## src/rtl/mdu_pkg.sv

```systemverilog
// Shared definitions for the iterative multiply/divide unit: op encodings,
// FSM state type and the iteration counter width helper.
package mdu_pkg;

    localparam logic [2:0] MDU_MULT  = 3'd0;
    localparam logic [2:0] MDU_MULTU = 3'd1;
    localparam logic [2:0] MDU_DIV   = 3'd2;
    localparam logic [2:0] MDU_DIVU  = 3'd3;
    localparam logic [2:0] MDU_MTHI  = 3'd4;
    localparam logic [2:0] MDU_MTLO  = 3'd5;

    typedef enum logic [2:0] {
        ST_IDLE = 3'd0,
        ST_MUL  = 3'd1,
        ST_DIV  = 3'd2,
        ST_FIX  = 3'd3,
        ST_DONE = 3'd4
    } mdu_state_e;

    // Counter must be able to hold the full divide step count.
    function automatic int mdu_cnt_width(input int width);
        return $clog2(width + 1);
    endfunction

endpackage

```

## src/rtl/mdu_div_core.sv

```systemverilog
// Unsigned restoring divider, one quotient bit per step. The first step is
// taken on the start edge itself, so WIDTH-1 further step pulses finish it.
module mdu_div_core
    import mdu_pkg::*;
#(
    parameter int WIDTH = 32
) (
    input  logic             clk,
    input  logic             reset,
    input  logic             start_i,
    input  logic [WIDTH-1:0] dividend_i,
    input  logic [WIDTH-1:0] divisor_i,
    input  logic             step_i,
    output logic [WIDTH-1:0] quo_o,
    output logic [WIDTH-1:0] rem_o
);

    logic [WIDTH-1:0] rem_q;
    logic [WIDTH-1:0] quo_q;
    logic [WIDTH-1:0] dvs_q;

    // Returns {remainder, quotient} after one shift/trial-subtract step; the
    // quotient register doubles as the shift source for the dividend bits.
    function automatic logic [2*WIDTH-1:0] div_step(
        input logic [WIDTH-1:0] rem,
        input logic [WIDTH-1:0] quo,
        input logic [WIDTH-1:0] dvs
    );
        logic [WIDTH:0]   sh;
        logic             take;
        logic [WIDTH-1:0] new_rem;
        sh   = {rem, quo[WIDTH-1]};
        take = (sh >= {1'b0, dvs});
        if (take) begin
            new_rem = sh[WIDTH-1:0] - dvs;
        end else begin
            new_rem = sh[WIDTH-1:0];
        end
        return {new_rem, quo[WIDTH-2:0], take};
    endfunction

    // Datapath registers: load-and-step on start, step on enable, else hold.
    always_ff @(posedge clk) begin
        if (reset) begin
            rem_q <= {WIDTH{1'b0}};
            quo_q <= {WIDTH{1'b0}};
            dvs_q <= {WIDTH{1'b0}};
        end else if (start_i) begin
            {rem_q, quo_q} <= div_step({WIDTH{1'b0}}, dividend_i, divisor_i);
            dvs_q          <= divisor_i;
        end else if (step_i) begin
            {rem_q, quo_q} <= div_step(rem_q, quo_q, dvs_q);
        end
    end

    assign quo_o = quo_q;
    assign rem_o = rem_q;

endmodule

```

## src/rtl/mdu_iter.sv

```systemverilog
// Shared multiply/divide unit with architectural HI/LO, single request/response
// handshake, and flush that cancels any in-flight operation without side effect.
module mdu_iter
    import mdu_pkg::*;
#(
    parameter int WIDTH      = 32,
    parameter int MUL_STAGES = 2
) (
    input  logic             clk,
    input  logic             reset,
    input  logic             req_valid_i,
    output logic             req_ready_o,
    input  logic [2:0]       req_op_i,
    input  logic [WIDTH-1:0] req_src1_i,
    input  logic [WIDTH-1:0] req_src2_i,
    input  logic             flush_i,
    output logic             resp_valid_o,
    input  logic             resp_ready_i,
    output logic             busy_o,
    output logic [WIDTH-1:0] hi_o,
    output logic [WIDTH-1:0] lo_o
);

    localparam int CNT_W = mdu_cnt_width(WIDTH);

    mdu_state_e         state_q, state_d;
    logic [CNT_W-1:0]   cnt_q, cnt_d;
    logic [WIDTH-1:0]   hi_q, hi_d, lo_q, lo_d;
    logic [WIDTH-1:0]   mul_a_q, mul_b_q;
    logic               mul_signed_q;
    logic               is_div_q;
    logic               neg_quo_q, neg_rem_q, div_zero_q;
    logic [WIDTH-1:0]   res_hi_q, res_lo_q;

    logic               accept_s, is_mul_op_s, div_start_s, div_step_s;
    logic               src1_neg_s, src2_neg_s;
    logic [WIDTH-1:0]   abs1_s, abs2_s;
    logic [WIDTH-1:0]   core_quo_s, core_rem_s, fix_quo_s, fix_rem_s;
    logic [2*WIDTH-1:0] ext_a_s, ext_b_s, product_s;

    assign accept_s    = req_valid_i & req_ready_o & ~flush_i;
    assign is_mul_op_s = (req_op_i == MDU_MULT) | (req_op_i == MDU_MULTU);
    assign src1_neg_s  = (req_op_i == MDU_DIV) & req_src1_i[WIDTH-1];
    assign src2_neg_s  = (req_op_i == MDU_DIV) & req_src2_i[WIDTH-1];
    assign abs1_s      = src1_neg_s ? -req_src1_i : req_src1_i;
    assign abs2_s      = src2_neg_s ? -req_src2_i : req_src2_i;

    // Extending to 2*WIDTH makes one unsigned multiply serve both signednesses.
    assign ext_a_s   = mul_signed_q ? {{WIDTH{mul_a_q[WIDTH-1]}}, mul_a_q} : {{WIDTH{1'b0}}, mul_a_q};
    assign ext_b_s   = mul_signed_q ? {{WIDTH{mul_b_q[WIDTH-1]}}, mul_b_q} : {{WIDTH{1'b0}}, mul_b_q};
    assign product_s = ext_a_s * ext_b_s;

    // Divide by zero keeps the all-ones quotient regardless of dividend sign.
    assign fix_quo_s = (neg_quo_q & ~div_zero_q) ? -core_quo_s : core_quo_s;
    assign fix_rem_s = neg_rem_q ? -core_rem_s : core_rem_s;

    mdu_div_core #(
        .WIDTH (WIDTH)
    ) u_div_core (
        .clk        (clk),
        .reset      (reset),
        .start_i    (div_start_s),
        .dividend_i (abs1_s),
        .divisor_i  (abs2_s),
        .step_i     (div_step_s),
        .quo_o      (core_quo_s),
        .rem_o      (core_rem_s)
    );

    // Next-state, counter and HI/LO write selection; flush overrides everything.
    always_comb begin
        state_d     = state_q;
        cnt_d       = cnt_q;
        hi_d        = hi_q;
        lo_d        = lo_q;
        div_start_s = 1'b0;
        div_step_s  = 1'b0;
        case (state_q)
            ST_IDLE: begin
                if (accept_s) begin
                    case (req_op_i)
                        MDU_MULT, MDU_MULTU: begin
                            state_d = (MUL_STAGES == 1) ? ST_DONE : ST_MUL;
                            cnt_d   = CNT_W'(MUL_STAGES - 1);
                        end
                        MDU_DIV, MDU_DIVU: begin
                            div_start_s = 1'b1;
                            state_d     = ST_DIV;
                            cnt_d       = CNT_W'(WIDTH - 1);
                        end
                        MDU_MTHI: hi_d = req_src1_i;
                        MDU_MTLO: lo_d = req_src1_i;
                        default: state_d = ST_IDLE;
                    endcase
                end else begin
                    state_d = ST_IDLE;
                end
            end
            ST_MUL: begin
                cnt_d = cnt_q - CNT_W'(1);
                if (cnt_q == CNT_W'(1)) begin
                    state_d = ST_DONE;
                end else begin
                    state_d = ST_MUL;
                end
            end
            ST_DIV: begin
                div_step_s = 1'b1;
                cnt_d      = cnt_q - CNT_W'(1);
                if (cnt_q == CNT_W'(1)) begin
                    state_d = ST_FIX;
                end else begin
                    state_d = ST_DIV;
                end
            end
            ST_FIX: state_d = ST_DONE;
            ST_DONE: begin
                if (resp_ready_i) begin
                    state_d = ST_IDLE;
                    hi_d    = is_div_q ? res_hi_q : product_s[2*WIDTH-1:WIDTH];
                    lo_d    = is_div_q ? res_lo_q : product_s[WIDTH-1:0];
                end else begin
                    state_d = ST_DONE;
                end
            end
            default: state_d = ST_IDLE;
        endcase
        if (flush_i) begin
            state_d = ST_IDLE;
            hi_d    = hi_q;
            lo_d    = lo_q;
        end else begin
            state_d = state_d;
        end
    end

    // State, architectural HI/LO, latched operands and signed results.
    always_ff @(posedge clk) begin
        if (reset) begin
            state_q      <= ST_IDLE;
            cnt_q        <= {CNT_W{1'b0}};
            hi_q         <= {WIDTH{1'b0}};
            lo_q         <= {WIDTH{1'b0}};
            mul_a_q      <= {WIDTH{1'b0}};
            mul_b_q      <= {WIDTH{1'b0}};
            mul_signed_q <= 1'b0;
            is_div_q     <= 1'b0;
            neg_quo_q    <= 1'b0;
            neg_rem_q    <= 1'b0;
            div_zero_q   <= 1'b0;
            res_hi_q     <= {WIDTH{1'b0}};
            res_lo_q     <= {WIDTH{1'b0}};
        end else begin
            state_q <= state_d;
            cnt_q   <= cnt_d;
            hi_q    <= hi_d;
            lo_q    <= lo_d;
            if (accept_s && is_mul_op_s) begin
                mul_a_q      <= req_src1_i;
                mul_b_q      <= req_src2_i;
                mul_signed_q <= (req_op_i == MDU_MULT);
                is_div_q     <= 1'b0;
            end
            if (div_start_s) begin
                is_div_q   <= 1'b1;
                neg_quo_q  <= src1_neg_s ^ src2_neg_s;
                neg_rem_q  <= src1_neg_s;
                div_zero_q <= (req_src2_i == {WIDTH{1'b0}});
            end
            if (state_q == ST_FIX) begin
                res_hi_q <= fix_rem_s;
                res_lo_q <= fix_quo_s;
            end
        end
    end

    assign req_ready_o  = (state_q == ST_IDLE);
    assign resp_valid_o = (state_q == ST_DONE);
    assign busy_o       = (state_q != ST_IDLE);
    assign hi_o         = hi_q;
    assign lo_o         = lo_q;

endmodule

```

## config.mk

```make
export PLATFORM = sky130hd
export DESIGN_NAME = mdu_iter
export DESIGN_NICKNAME = d
export VERILOG_FILES = /design/src/rtl/mdu_pkg.sv /design/src/rtl/mdu_div_core.sv /design/src/rtl/mdu_iter.sv
export SDC_FILE = /design/constraint.sdc
export NUM_CORES = 2
export LEC_CHECK = 0
export CORE_MARGIN = 4
export CORE_UTILIZATION = 55
export CTS_BUF_LIST = sky130_fd_sc_hd__clkbuf_8
export CTS_CLUSTER_SIZE = 8
export DETAILED_ROUTE_END_ITERATION = 8
export GPL_ROUTABILITY_DRIVEN = 0
export PLACE_DENSITY = 0.72
export SYNTH_ARGS = -nofsm -noshare
export SYNTH_HDL_FRONTEND = slang
export SYNTH_HIERARCHICAL = 1
export SYNTH_SLANG_ARGS = --single-unit
export TNS_END_PERCENT = 1
```

## constraint.sdc

```tcl
create_clock -name clk -period 22.7 [get_ports clk]
set_input_delay 5.675 -clock clk [delete_from_list [all_inputs] [get_ports clk]]
set_output_delay 5.675 -clock clk [all_outputs]
set_load 0.01 [all_outputs]
```

==> summary.md <==
| Metric | Value |
|---|---|
| WP data required | `23.25 ns` |
| Nets | `9049` |
| Final worst path period need | `11.34 ns` |
| Crit-path most repeated cell | `nor4_1` |
| HPWL Detailed | `156 mm` |
| First-pass DRT Iterations | `8` |
| Share of the synthesized area in the top cell type | `0.436` |
| Worst R2R End | `hi_o[30]$_SDFFE_PP0P_` |
| Combinational fraction of design power | `0.268` |
| Final slew viol count | `0` |
| Routed WL | `197 mm` |
| Initial antenna violation count | `8` |
| Post-synth top cells | `inv_1 (1600), fa_1 (1420), nand2_1 (861)` |
| Synth area leaders | `fa_1 (44%), dfxtp_1 (9.3%), inv_1 (9.2%), ha_1 (6.7%), and2_1 (5.6%)` |
| Share of cells above drive strength 1 | `0.0299` |
| IO buf count | `138` |
| GRT Total Usage | `0.322` |
| Core box area | `118000 um^2` |
| CP Max Fanout | `18` |
| CTS Sinks | `302` |
| Tot Pwr | `1400 uW` |
| Crit path DAT | `11.88 ns` |
| Sequential fraction of the synthesis area | `0.0928` |
| Crit-path leading delay family | `simple AND/OR/NAND/NOR gates` |
| Slew headroom | `0.194` |
| Fin cells | `8776` |
| DR vias | `50700` |
| Mean Syn Cell Area | `8.87 um^2` |
| Clock Path Buffers | `3` |
| Worst r2r src | `mul_a_q[31]$_SDFFE_PP0P_` |
| Row cnt | `126` |
| Yosys top cell by area | `fa_1` |
| Post-DP Area | `67500 um^2` |
| Largest net degree at the start of global routing | `120` |
| CTS Root Cell | `clkbuf_8` |
| CP startpoint kind | `input port` |
| Post-Syn Area | `65200 um^2` |
| Area growth syn-to-layout | `4.98%` |
| Total die area | `124000 um^2` |
| CP endpoint kind | `flop` |
| First-pass GRT wire length | `311 mm` |
| Chip width | `352 um` |
| Hold Path Depth | `2` |
| Worst hold path class | `reg2reg` |
| Placed cells | `8695` |
| CTS buffer count | `48` |
| Mean routed wirelength per cell | `22.4 um` |
| Worst reg-to-reg path cell count | `28` |
| Critical Path, Cell by Cell | `clkdlybuf4s50_1, or3_1, nor2_1, nand2_1, nor3_1, nand3b_1, nor4_1, nand2_1, nor4_1, a21oi_1, xor2_1, nor4_1, nand2_1, nor4_1, nand3_1, o21a_1, a21o_1, a311o_1, a31oi_1` |
| Clk pin slew, worst setup/hold paths | `0.06 ns` |
| Fmax | `88.2 MHz` |
| Clock Skew | `0.0483 ns` |
| Initial core utilization | `0.553` |
| 1st-iter DRT viols | `4867` |
| NetSw | `506 uW` |
| ANT nets after route | `0` |
| Setup bufs post-CTS | `0` |
| Post-Synthesis Cells | `7350` |
| Hold_sp | `mul_b_q[23]$_SDFFE_PP0P_` |
| Internal power | `890 uW` |
| Maximum vdd ir drop | `0.0551 mV` |
| Die height | `352 um` |
| Max-cap violations | `0` |
| Drt via density | `5.77` |
| Post-synth EDFFs | `0` |
| #FFs+latches synth | `302` |
| Worst-margin pin slew | `1.20 ns` |
| CTS tree | `done` |
| Register-to-Register Setup Slack | `12.32 ns` |
| Top-level port count | `139` |
| Hold-fix buffers, CTS | `0` |
| Leak | `0.0332 uW` |
| Endpoint, Worst Hold | `mul_b_q[23]$_SDFFE_PP0P_` |
| Vias in the first global route | `53500` |
| Worst path buffer plus inverter count | `1` |
| Pwr Density | `20.4 nW/um^2` |
| CP peak stage delay | `0.68 ns` |
| Final setup vio count | `0` |
| Post-CTS Resized | `0` |
| Final Hold Fails | `0` |
| Slowest CP cell | `nor4_1` |
| Non-Filler Cell Area, Final | `68400 um^2` |
| Aggregate negative setup slack | `0 ns` |
| Gr ovfl total | `0` |
| Clk network pwr share | `0.328` |
| Worst-skew pair later-pin latency | `0.65 ns` |
| Status | `completed` |
| DRC viols | `0` |
| Synth cell types | `93` |
| Synth Warn # | `6` |
| Final period utilization | `0.500` |
| Htree depth | `2` |
| Unrepaired setup endpoints after global routing | `false` |
| WS Path Type | `in2reg` |
| Switching fraction of total power | `0.362` |
| Sequential Power Share | `0.405` |
| Most common cell in the netlist | `inv_1` |
| Ys async rst share | `0` |
| Most used DFF post-synth | `dfxtp_1` |
| Layout Utilization | `0.580` |
| Syn_nets | `9190` |
power groups by stage:
stage,logic (uW),clock network (uW),registers [uW]
final,374,458,565
after global routing,398,480,565
after CTS,362,463,564
after detailed placement,360,0,576
after global placement,356,0,575
after floorplan,245,0,565
cell families (layout without fill, tap and decap cells):
group / after synthesis / count (layout) / share of synthesized area
muxes: 88 / 88 / 0.0135
buffers and inverters: 2016 / 1901 / 0.117
other: 0 / 5 / 0
xor gates and xnor gates: 259 / 259 / 0.0348
adders and majority gates: 1772 / 1772 / 0.504
and+or+nand+nor: 2064 / 2064 / 0.152
DFF: 302 / 302 / 0.0928
AOI/OAI and AO/OA: 849 / 849 / 0.0855
stage by stage:
stage,worst slack [ns],hold slack [ns]
final,11.36,0.453
after global routing,11.03,0.478
after floorplan,12.86,0.432
after global placement,10.98,0.441
after CTS,11.53,0.454
after detailed placement,10.85,0.445
cell usage in the layout, fill, tap and decap left out, types with 39 or more instances in the layout:
cell             instances
xor2_1                 108
clkbuf_8                57
a211oi_1                86
nand3_1                 39
clkdlybuf4s50_1        137
mux2i_1                 88
ha_1                   348
nand2_1                860
nor2_1                 341
o21ai_0                125
a21oi_1                288
dfxtp_1                289
and2_1                 581
o211ai_1                54
buf_4                   85
fa_1                  1420
inv_1                 1613
nor3_1                  47
xnor2_1                151
a21o_1                  54
metal layers:
metal	share of wire	global-route usage
met5	0.00014	0
met4	0.053	0.135
met3	0.11	0.0728
met2	0.45	0.504
met1	0.39	0.435
tightest hold or removal path, stage by stage, from the launching register on:
cell	delay, ns
dfxtp_2	0.32
nand2_1	0.05
a21oi_1	0.05
how the worst max path moves through the flow:
| stage | start | end | slack (ns) | cells past startpoint |
|---|---|---|---|---|
| after floorplan | req_src2_i[2] | u_div_core/rem_o[16]$_SDFFE_PP0P_ | 12.86 | 19 |
| after global placement | req_src2_i[2] | u_div_core/rem_o[16]$_SDFFE_PP0P_ | 10.98 | 19 |
| after detailed placement | req_src2_i[2] | u_div_core/rem_o[16]$_SDFFE_PP0P_ | 10.85 | 19 |
| after CTS | req_src2_i[2] | u_div_core/rem_o[16]$_SDFFE_PP0P_ | 11.53 | 19 |
| after global routing | req_src2_i[2] | u_div_core/rem_o[16]$_SDFFE_PP0P_ | 11.03 | 19 |
| final | req_src2_i[2] | u_div_core/rem_o[16]$_SDFFE_PP0P_ | 11.36 | 19 |
sequential cells by signal, summed over array words and instances, names as in the netlist, 3 cells and up:
register	cells
cnt_q	6
hi_o	32
lo_o	32
mul_a_q	32
mul_b_q	32
res_hi_q	32
res_lo_q	32
state_q	3
u_div_core/dvs_q	32
u_div_core/quo_o	32
u_div_core/rem_o	32
cell type report:
cell class	instances	area, um^2
clock buffers	56	771
clock inverters	20	101
well taps	1536	1920
multi-input cells	5032	51500
repair buffers	223	2020
fillers	10300	49500
flip-flops and latches	302	6060
inverters	1602	6020
diodes	5	12.5
No activity file was read; power rests on OpenSTA's default activity.
